### src/rtl/branch_predict_unit.sv
// Branch prediction (2-bit saturating counter table) and execute-stage resolution
// with registered flush/redirect and saturating performance counters.
module branch_predict_unit #(
   parameter int unsigned XLEN        = 32,
   parameter int unsigned BHT_ENTRIES = 16,
   parameter logic [1:0]  CNT_INIT    = 2'b01,
   parameter int unsigned PERF_W      = 16
) (
   input  logic              clk,
   input  logic              rst,
   input  logic [XLEN-1:0]   pred_pc,
   output logic              pred_taken,
   input  logic              res_valid,
   input  logic [XLEN-1:0]   res_pc,
   input  logic [2:0]        res_funct3,
   input  logic              res_pred_taken,
   input  logic [XLEN-1:0]   res_target,
   input  logic [XLEN-1:0]   res_pc_plus4,
   input  logic              cf,
   input  logic              zf,
   input  logic              vf,
   input  logic              sf,
   output logic              br_taken,
   output logic              flush,
   output logic [XLEN-1:0]   redirect_pc,
   output logic              illegal_br,
   output logic [PERF_W-1:0] br_count,
   output logic [PERF_W-1:0] mispred_count
);
   localparam int unsigned IDX = $clog2(BHT_ENTRIES);

   logic [1:0]        bht_q [BHT_ENTRIES];
   logic [IDX-1:0]    pred_idx;
   logic [IDX-1:0]    res_idx;
   logic              cond;
   logic              legal;
   logic              accept;
   logic              br_taken_q, br_taken_d;
   logic              flush_q, flush_d;
   logic              illegal_q, illegal_d;
   logic [XLEN-1:0]   redirect_q, redirect_d;
   logic [PERF_W-1:0] br_count_q, br_count_d;
   logic [PERF_W-1:0] mispred_q, mispred_d;

   assign pred_idx   = pred_pc[IDX+1:2];
   assign res_idx    = res_pc[IDX+1:2];
   assign pred_taken = bht_q[pred_idx][1];

   // The instruction resolving while flush is high is the squashed younger one.
   assign accept = res_valid & ~flush_q;

   always_comb begin
      cond  = 1'b0;
      legal = 1'b1;
      case (res_funct3)
         3'b000:  cond = zf;
         3'b001:  cond = ~zf;
         3'b100:  cond = sf ^ vf;
         3'b101:  cond = ~(sf ^ vf);
         3'b110:  cond = ~cf;
         3'b111:  cond = cf;
         default: legal = 1'b0;
      endcase
   end

   always_comb begin
      br_taken_d = 1'b0;
      flush_d    = 1'b0;
      illegal_d  = 1'b0;
      redirect_d = redirect_q;
      br_count_d = br_count_q;
      mispred_d  = mispred_q;
      if (accept) begin
         if (legal) begin
            br_taken_d = cond;
            if (br_count_q != '1) br_count_d = br_count_q + PERF_W'(1);
            if (cond != res_pred_taken) begin
               flush_d    = 1'b1;
               redirect_d = cond ? res_target : res_pc_plus4;
               if (mispred_q != '1) mispred_d = mispred_q + PERF_W'(1);
            end
         end else begin
            illegal_d = 1'b1;
         end
      end
   end

   always_ff @(posedge clk or negedge rst) begin
      if (!rst) begin
         bht_q      <= '{default: CNT_INIT};
         br_taken_q <= 1'b0;
         flush_q    <= 1'b0;
         illegal_q  <= 1'b0;
         redirect_q <= '0;
         br_count_q <= '0;
         mispred_q  <= '0;
      end else begin
         if (accept && legal) begin
            if (cond && bht_q[res_idx] != 2'b11)
               bht_q[res_idx] <= bht_q[res_idx] + 2'b01;
            else if (!cond && bht_q[res_idx] != 2'b00)
               bht_q[res_idx] <= bht_q[res_idx] - 2'b01;
         end
         br_taken_q <= br_taken_d;
         flush_q    <= flush_d;
         illegal_q  <= illegal_d;
         redirect_q <= redirect_d;
         br_count_q <= br_count_d;
         mispred_q  <= mispred_d;
      end
   end

   assign br_taken      = br_taken_q;
   assign flush         = flush_q;
   assign illegal_br    = illegal_q;
   assign redirect_pc   = redirect_q;
   assign br_count      = br_count_q;
   assign mispred_count = mispred_q;

endmodule

### config.mk
export PLATFORM = sky130hd
export DESIGN_NAME = branch_predict_unit
export DESIGN_NICKNAME = d
export VERILOG_FILES = /design/src/rtl/branch_predict_unit.sv
export SDC_FILE = /design/constraint.sdc
export NUM_CORES = 1
export LEC_CHECK = 0
export BUFFER_PORTS_ARGS = -buffer_cell sky130_fd_sc_hd__buf_2
export CELL_PAD_IN_SITES_DETAIL_PLACEMENT = 1
export CELL_PAD_IN_SITES_GLOBAL_PLACEMENT = 2
export CORE_MARGIN = 8
export CORE_UTILIZATION = 33
export DETAILED_ROUTE_END_ITERATION = 8
export PLACE_DENSITY = 0.95
export SLEW_MARGIN = 15
export SYNTH_ARGS = -nofsm -noshare
export SYNTH_HDL_FRONTEND = slang
export SYNTH_SLANG_ARGS = --single-unit
export TNS_END_PERCENT = 10
### constraint.sdc
create_clock -name clk -period 6.6 [get_ports clk]
set_input_delay 0.66 -clock clk [delete_from_list [all_inputs] [get_ports clk]]
set_output_delay 0.66 -clock clk [all_outputs]
set_load 0.005 [all_outputs]
Yosys cells after proc, flatten, opt, wreduce, memory -nomap -nowiden:

Cells that the tools add are included.

* register bits after elaboration: 99
* input port bits: 139
* output and inout port bits: 68
* logic and storage cells: 81

* $add $sub $neg: 4
* magnitude comparators: 3
* equal/unequal tests: 9
* mux-type cells: 22
* bitwise operators: 8
* reductions and logical operators: 13

Operator list (number)
* 32-bit 2-to-1 mux: 3
* 32-bit bitwise mux: 2
* 16-bit by 1-bit adder with 16-bit output (second input constant): 2
* 16-bit inequality test (second input constant): 2
* 2-bit binary-select mux with 4-bit select: 2
* 3-bit == test (second input constant): 4
* 5-bit greater-or-equal comparator (second input constant): 2
* 2-bit 2-to-1 mux: 5
* 4-bit inverter with 5-bit output: 2
* 2-bit demux with 4-bit select: 1
* 1-bit 2-to-1 mux: 8
* 1-bit case mux with 6 select lines: 1
* 3-bit AND reduction: 2
* 6-bit OR reduction: 1
* 5-bit by 1-bit less-than comparator with 1-bit output (second input constant): 1
* 1-bit logical AND: 4
* 1-bit inverter: 4
* 4-bit AND reduction: 1
* 2-bit nonzero test: 2
* 3-bit by 1-bit == test with 1-bit output (second input constant): 1
* 3-bit logical NOT: 1
* 2-bit by 1-bit adder with 2-bit output (second input constant): 1
* 2-bit inequality test (second input constant): 1
* 2-bit AND reduction: 1
* other kinds (5): 5

Logic depth before layout (Yosys ltp):

Gate-level depths: netlist of run 1.

* word-level depth: 8
* gate-level depth with buffers: 11
* gate-level depth less buffers: 8

Worst setup path after synthesis of run 1:

Ideal clock, no wire load.

* path type: input-to-reg
* start: input port res_pc[2]
* end: register bht_q[11] (netlist name)
* library setup time: 125 ps
* arrival: 3123 ps
* data required time: 6475 ps
* setup slack: 3352 ps
* cell stages on the path: 11
* path buffers: 3
* cells stage by stage: buf_6 -> mux4_2 -> a22o_1 -> a221oi_4 -> buf_4 -> inv_1 -> ha_1 -> mux2i_4 -> buf_12 -> nand4_4 -> mux2_4

* longest elaborated chain between the ends: 8

Ends and longest elaborated chain
* start, declared: line 14 `input logic [XLEN-1:0] res_pc,`
* 4-bit inverter with 5-bit output (implied by the code) (*)
* 2-bit binary-select mux with 4-bit select (tied with other cells)
* 2-bit 2-to-1 mux (implied by the code) or 1-bit logical AND (tied branches)
* 2-bit 2-to-1 mux (on tied branches)
* 2-bit by 1-bit subtractor with 2-bit output (tied with other cells): line 102 `bht_q[res_idx] <= bht_q[res_idx] - 2'b01;`
* 32-bit bitwise mux (tied with other cells): line 102
* 32-bit 2-to-1 mux or 2-bit nonzero test (tied branches)
* 32-bit 2-to-1 mux or 2-bit AND reduction (tied branches)
* end signal, assigned by index: line 100 `bht_q[res_idx] <= bht_q[res_idx] + 2'b01;`
* end signal, assigned by index: line 102
* end, declared: line 32 `logic [1:0] bht_q [BHT_ENTRIES];`

Mark *: on every way between the ends. The rest lies on a longest branch, timed or not. The select of a mux whose other input is x is not followed.
A chain may end at the register's enable or synchronous reset.

Final worst setup path of run 1:

* start: input port res_pc[3]
* end: register bht_q[27] (netlist name)

The elaborated chain is that of the path after synthesis.

==> flow_metrics.py, run 1 <==
metrics = {
    "global_route": {
        "grt.total_usage": 0.145,
        "overflow": 0,
        "grt_pass1_vias": 4343,
        "grt_pass1_wl_mm": 23.0,
        "grt_antenna_before_repair": 0,
        "grt_max_degree": 60,
    },
    "critical_path": {
        "critPathTopFamily": "multiplexers",
        "worst-path-buf-inv": 2,
        "arrival_ns": 4.10,
        "worst_path_largest_cell_delay_ns": 0.68,
        "worstSetupStartpointType": "primary input",
        "rr_worst_depth": 8,
        "cp-endpoint": "bht_q[27]$_DFFE_PN0P_",
        "reg2reg_to": "bht_q[27]$_DFFE_PN0P_",
        "critical_path_required_ns": 6.83,
        "crit_fanout": 22,
        "crit_cells": 9,
        "reg2reg_setup_slack_ns": 3.10,
        "cp-end-kind": "register",
        "crit_start": "res_pc[3]",
        "crit_type": "primary input to register",
        "cp_slowest_cell": "mux2i_4",
        "crit_chain": "buf_2 -> mux4_2 -> a22o_1 -> a221oi_4 -> inv_1 -> ha_1 -> mux2i_4 -> nand4_1 -> mux2_2",
    },
    "clocking": {
        "numClockSinks": 99,
        "postCtsSetupRepairBufs": 0,
        "ctsResizeCount": 0,
        "cts_made_buffers": 9,
        "clockBufferDepth": 2,
        "h-tree-depth": 3,
        "cts_tree": "done",
        "clk_latency_ns": 0.35,
        "clkSlewWorstSetupHoldPaths_ns": 0.07,
        "root_buffer": "clkbuf_16",
        "ctsHoldBuffers": 0,
    },
    "logic_synthesis": {
        "ys.flop_type": "dfrtp_1",
        "synth_warnings": 0,
        "netlist_instances": 413,
        "synth_edf_count": 0,
        "synth_cell_types": 42,
        "syn_area_um2": 5100,
        "async_flop_share": 1.00,
        "ys_seq_area_frac": 0.489,
        "syn-num-nets": 556,
        "postSynthAreaPerCell_um2": 12.4,
        "synth-seq-cells": 99,
    },
    "detailed_routing": {
        "drc": 0,
        "drt_wl_total_mm": 13.7,
        "first_pass_iters": 4,
        "antenna_left": 0,
        "vias": 3781,
        "first_iter_violations": 152,
        "detail_route.wl_per_cell_um": 18.3,
        "vias_per_cell": 5.03,
    },
    "final_layout": {
        "layout_commonest_cell": "buf_2",
        "area_growth_pct": 24.2,
        "diodes": 0,
        "final_cell_mix": "buf_2, dfrtp_1, nor2_1, a21oi_1, mux2i_1",
        "fillCellCount": 1668,
        "drive_gt1_frac": 0.439,
        "fin_nets": 701,
    },
    "floorplanning": {
        "core_area_um2": 15100,
        "ios": 207,
        "start_util": 0.337,
        "fp.dieW_um": 140,
        "num_rows": 45,
        "die_area_um2": 19700,
        "die_h_um": 140,
    },
    "timing": {
        "drv_slew": 0,
        "finalSetupViolations": 0,
        "rsz0062_at_grt": "false",
        "fin_skew_ns": 0.00946,
        "setup_tns_ns": 0,
        "hold_violations": 0,
        "max_freq_mhz": 258,
        "timing.final.crit_share": 0.587,
        "tightest_slew_ns": 0.938,
        "period_minus_slack_ns": 3.88,
        "slew_headroom": 0.361,
        "layout_setup_ws_ns": 2.72,
    },
    "flow_run": {
        "drv_cap": 0,
    },
    "worst_hold_path": {
        "hold_path.class": "primary input to async pin",
    },
    "power_and_ir_drop": {
        "ir_drop_v": 0.000129,
        "p_leak_nw": 3.03,
        "powerDensity_nw_per_um2": 352,
    },
    "placed_design": {
        "port_buffers": 150,
        "hpwl_mm": 10.3,
        "dpl_worst_slack_ns": 2.37,
        "place_congestion": 0.783,
    },
    "run_status": {
        "status": "completed",
    },
}
==> cells by family after synthesis <==
logic type	after synthesis	synth area share
simple gates	129	0.150
flops	99	0.489
compound gates	43	0.0510
mux	84	0.220
buf+inv	24	0.0265
xor+xnor	30	0.0530
fa+ha+maj	4	0.00981
==> worst min-delay path by stage <==
stage | endpoint | slack, ns | cells after the start
floorplan | bht_q[11]$_DFFE_PN0P_ | 0.36 | 0
global placement | br_count[9]$_DFFE_PN0P_ | 0.47 | 1
detailed placement | br_count[9]$_DFFE_PN0P_ | 0.48 | 1
CTS | redirect_pc[27]$_DFFE_PN0P_ | 0.31 | 1
global route | redirect_pc[27]$_DFFE_PN0P_ | 0.32 | 1
finish | br_count[10]$_DFFE_PN0P_ | 0.29 | 1
==> final cells by class <==
class	instances	area [um2]	area share
tap	188	235	0.0371
clock inverter	4	73.8	0.0116
inverter	5	18.8	0.00296
sequential	99	2500	0.394
timing repair buffer	153	776	0.122
multi-input combinational	290	2480	0.392
clock buffer	12	256	0.0405
==> synth_stat cells (all sizes together), types with 5 or more instances <==
| cell type | n | share of area |
|---|---|---|
| xor2 | 7 | 0.012 |
| nand2 | 11 | 0.0081 |
| mux4 | 14 | 0.062 |
| nor2 | 48 | 0.036 |
| inv | 5 | 0.0037 |
| a21oi | 36 | 0.035 |
| nand4 | 17 | 0.038 |
| clkbuf | 7 | 0.0051 |
| and3 | 10 | 0.012 |
| nand3 | 17 | 0.021 |
| buf | 12 | 0.018 |
| dfstp | 16 | 0.082 |
| xnor2 | 23 | 0.041 |
| dfrtp | 83 | 0.41 |
| mux2 | 36 | 0.087 |
| nand2b | 5 | 0.0061 |
| mux2i | 34 | 0.072 |
| nand4b | 5 | 0.0086 |
==> power by group <==
group / internal [mW] / total [mW] / leakage, nW / switching, mW
clock network: 0.353 / 0.586 / 0.163 / 0.233
registers: 0.826 / 0.955 / 1.19 / 0.129
logic: 0.350 / 0.692 / 1.68 / 0.342
==> per-stage QoR <==
stage | instances | power (mW) | hold slack (ns) | cell area [um2] | utilization
2_1_floorplan | 413 | 1.41 | 0.364 | 5100 | -
3_3_place_gp | 735 | 1.62 | 0.467 | 6010 | 0.397
3_5_place_dp | 735 | 1.67 | 0.483 | 6010 | 0.397
4_1_cts | 751 | 2.28 | 0.308 | 6340 | 0.419
5_1_grt | 751 | 2.38 | 0.321 | 6340 | 0.419
6_report | 751 | 2.23 | 0.285 | 6340 | 0.419
==> per-layer routing <==
| metal | vias up | wire length (um) | GRT usage |
|---|---|---|---|
| met5 | - | 0 | 0 |
| met4 | 0 | 163 | 0.0440 |
| met3 | 11 | 793 | 0.0455 |
| met2 | 97 | 7120 | 0.255 |
| met1 | 1904 | 5640 | 0.164 |
| li1 | 1769 | - | - |
No activity file was read; power rests on OpenSTA's default activity.
==> run 2, diff against run 1 <==
--- a/config.mk
+++ b/config.mk
@@ -5,13 +5,14 @@
 export SDC_FILE = /design/constraint.sdc
 export NUM_CORES = 1
 export LEC_CHECK = 0
+export ABC_AREA = 1
 export BUFFER_PORTS_ARGS = -buffer_cell sky130_fd_sc_hd__buf_2
 export CELL_PAD_IN_SITES_DETAIL_PLACEMENT = 1
 export CELL_PAD_IN_SITES_GLOBAL_PLACEMENT = 2
 export CORE_MARGIN = 8
-export CORE_UTILIZATION = 33
+export CORE_UTILIZATION = 27
 export DETAILED_ROUTE_END_ITERATION = 8
-export PLACE_DENSITY = 0.95
+export PLACE_DENSITY = 0.92
 export SLEW_MARGIN = 15
 export SYNTH_ARGS = -nofsm -noshare
 export SYNTH_HDL_FRONTEND = slang
==> constraint.sdc (replaced) <==
create_clock -name clk -period 3.7 [get_ports clk]
set_input_delay 0.37 -clock clk [delete_from_list [all_inputs] [get_ports clk]]
set_output_delay 0.37 -clock clk [all_outputs]
set_load 0.005 [all_outputs]
==> run 2 against run 1 <==
  * Clock power is 67% higher
  * Via count is 61% higher
  * Synthesized cell count is 120% higher
  * Critical endpoint is now bht_q[29]$_DFFE_PN0P_
  * Largest power group unchanged
==> flow_metrics.py, run 2 <==
metrics = {
    "critical_path": {
        "worst-path-buf-inv": 5,
        "critPathTopFamily": "simple AND/OR/NAND/NOR gates",
        "reg2reg_to": "bht_q[29]$_DFFE_PN0P_",
        "worstSetupStartpointType": "primary input",
        "crit_fanout": 16,
        "worst_path_largest_cell_delay_ns": 0.30,
        "cp-end-kind": "register",
        "cp_slowest_cell": "nand2_4",
        "r2r_start": "bht_q[15]$_DFFE_PN0P_",
        "rr_worst_depth": 12,
        "crit_chain": "buf_2 -> inv_2 -> nand2_2 -> inv_1 -> a22oi_1 -> a21oi_1 -> or2_1 -> nor2_1 -> inv_1 -> ha_1 -> clkinv_1 -> nand2_4 -> nand2_4 -> nand3_1 -> nand2_1 -> nand2_1",
        "arrival_ns": 2.73,
        "critical_path_required_ns": 3.96,
        "crit_type": "primary input to register",
        "reg2reg_setup_slack_ns": 1.28,
    },
    "final_layout": {
        "multi_input_area_um2": 3050,
        "layout_commonest_cell": "nand2_1",
        "final_cell_mix": "nand2_1, buf_2, inv_1, nor2_1, dfrtp_1",
        "regArea_um2": 2500,
        "fillCellCount": 2900,
        "diodes": 0,
        "fin_nets": 1173,
        "drive_gt1_frac": 0.219,
        "stdcell_count": 1320,
        "design_area_um2": 7450,
        "area_growth_pct": 21.2,
    },
    "clocking": {
        "clk_latency_ns": 0.36,
        "h-tree-depth": 3,
        "clockBufferDepth": 2,
        "clkSlewWorstSetupHoldPaths_ns": 0.08,
        "cts_tree": "done",
        "postCtsSetupRepairBufs": 0,
        "cts_made_buffers": 9,
        "ctsHoldBuffers": 0,
        "ctsResizeCount": 0,
        "numClockSinks": 99,
        "root_buffer": "clkbuf_16",
    },
    "floorplanning": {
        "fp.dieW_um": 167,
        "ios": 207,
        "core_area_um2": 22500,
        "start_util": 0.273,
        "num_rows": 55,
        "die_h_um": 167,
        "die_area_um2": 27900,
    },
    "logic_synthesis": {
        "synth_top_cells_by_count": "nand2_1, inv_1, nor2_1",
        "synth_area_leaders": "dfrtp_1, nand2_1, dfstp_2",
        "yosysTopAreaCellShare": 0.338,
        "synth_warnings": 0,
        "postSynthAreaPerCell_um2": 6.90,
        "syn-num-nets": 1034,
        "synth_edf_count": 0,
        "netlist_instances": 891,
        "async_flop_share": 1.00,
        "synth_most_common_cell": "nand2_1",
        "ys_seq_area_frac": 0.406,
        "synth_cell_types": 32,
        "synth_largest_area_cell": "dfrtp_1",
        "synth-seq-cells": 99,
        "syn_area_um2": 6150,
        "ys.flop_type": "dfrtp_1",
    },
    "global_route": {
        "grt_antenna_before_repair": 1,
        "grt_max_degree": 66,
        "overflow": 0,
        "grt.total_usage": 0.147,
        "grt_pass1_wl_mm": 33.7,
        "grt_pass1_vias": 6583,
    },
    "timing": {
        "setup_tns_ns": 0,
        "fin_hold_ws_ns": 0.119,
        "hold_violations": 0,
        "layout_setup_ws_ns": 1.23,
        "tightest_slew_ns": 0.916,
        "drv_slew": 0,
        "period_minus_slack_ns": 2.47,
        "timing.final.crit_share": 0.668,
        "finalSetupViolations": 0,
        "max_freq_mhz": 404,
        "fin_skew_ns": 0.0140,
        "slew_headroom": 0.389,
        "rsz0062_at_grt": "false",
    },
    "power_and_ir_drop": {
        "ir_drop_v": 0.000290,
        "p_leak_nw": 4.17,
        "powerDensity_nw_per_um2": 460,
    },
    "detailed_routing": {
        "first_pass_iters": 4,
        "vias": 6097,
        "drt_wl_total_mm": 20.0,
        "drc": 0,
        "antenna_left": 0,
        "vias_per_cell": 4.62,
        "first_iter_violations": 235,
        "detail_route.wl_per_cell_um": 15.2,
    },
    "placed_design": {
        "hpwl_mm": 14.8,
        "dpl_worst_slack_ns": 0.834,
        "dpl_cell_area_um2": 7150,
        "dp.cells": 1304,
        "place_congestion": 0.768,
        "port_buffers": 150,
    },
    "flow_run": {
        "drv_cap": 0,
    },
    "worst_hold_path": {
        "hold_path.class": "primary input to async pin",
    },
    "run_status": {
        "status": "completed",
    },
}
==> run 2: cell families after synthesis <==
| group | after synthesis | share of synthesized area |
|---|---|---|
| AO/OA/AOI/OAI | 59 | 0.0529 |
| XOR/XNOR | 22 | 0.0313 |
| adder cells (fa/ha/maj) | 4 | 0.00814 |
| buffers and inverters | 142 | 0.0989 |
| flip-flops | 99 | 0.406 |
| multiplexers | 4 | 0.00651 |
| AND/OR/NAND/NOR | 561 | 0.396 |
==> run 2: routing by layer <==
layer	up-vias	global-route usage	share of wire
met5	-	0	0.00065
met4	2	0.0309	0.011
met3	19	0.0608	0.080
met2	145	0.243	0.47
met1	2869	0.175	0.44
li1	3062	-	-
==> run 2: cell type report <==
| class | instances | share of cell area |
|---|---|---|
| repair buffers | 161 | 0.112 |
| inverters | 109 | 0.0549 |
| clock inverters | 7 | 0.0104 |
| flip-flops and latches | 99 | 0.335 |
| clock buffers | 9 | 0.0302 |
| multi-input cells | 650 | 0.409 |
| well taps | 285 | 0.0479 |
==> run 2: through the flow <==
stage                util  total power [mW]
finish              0.331              3.43
global route        0.331              3.68
CTS                 0.331              3.50
detailed placement  0.318              2.49
global placement    0.318              2.46
floorplan               -              2.03
==> run 2: worst max-delay path by stage <==
stage	start	end	slack (ns)	cells past startpoint
finish	res_pc[2]	bht_q[29]$_DFFE_PN0P_	1.23	16
global route	res_funct3[1]	redirect_pc[14]$_DFFE_PN0P_	0.94	12
CTS	res_funct3[1]	redirect_pc[31]$_DFFE_PN0P_	1.20	12
detailed placement	res_funct3[1]	redirect_pc[31]$_DFFE_PN0P_	0.83	12
global placement	res_funct3[1]	redirect_pc[18]$_DFFE_PN0P_	0.85	12
floorplan	res_pc[2]	bht_q[13]$_DFFE_PN0P_	1.24	19
==> run 2: power by group <==
| group | internal (mW) | switching, mW | leakage [nW] |
|---|---|---|---|
| sequential | 1.34 | 0.179 | 1.24 |
| clock | 0.480 | 0.499 | 0.144 |
| combinational | 0.351 | 0.576 | 2.79 |
| total | 2.17 | 1.25 | 4.17 |
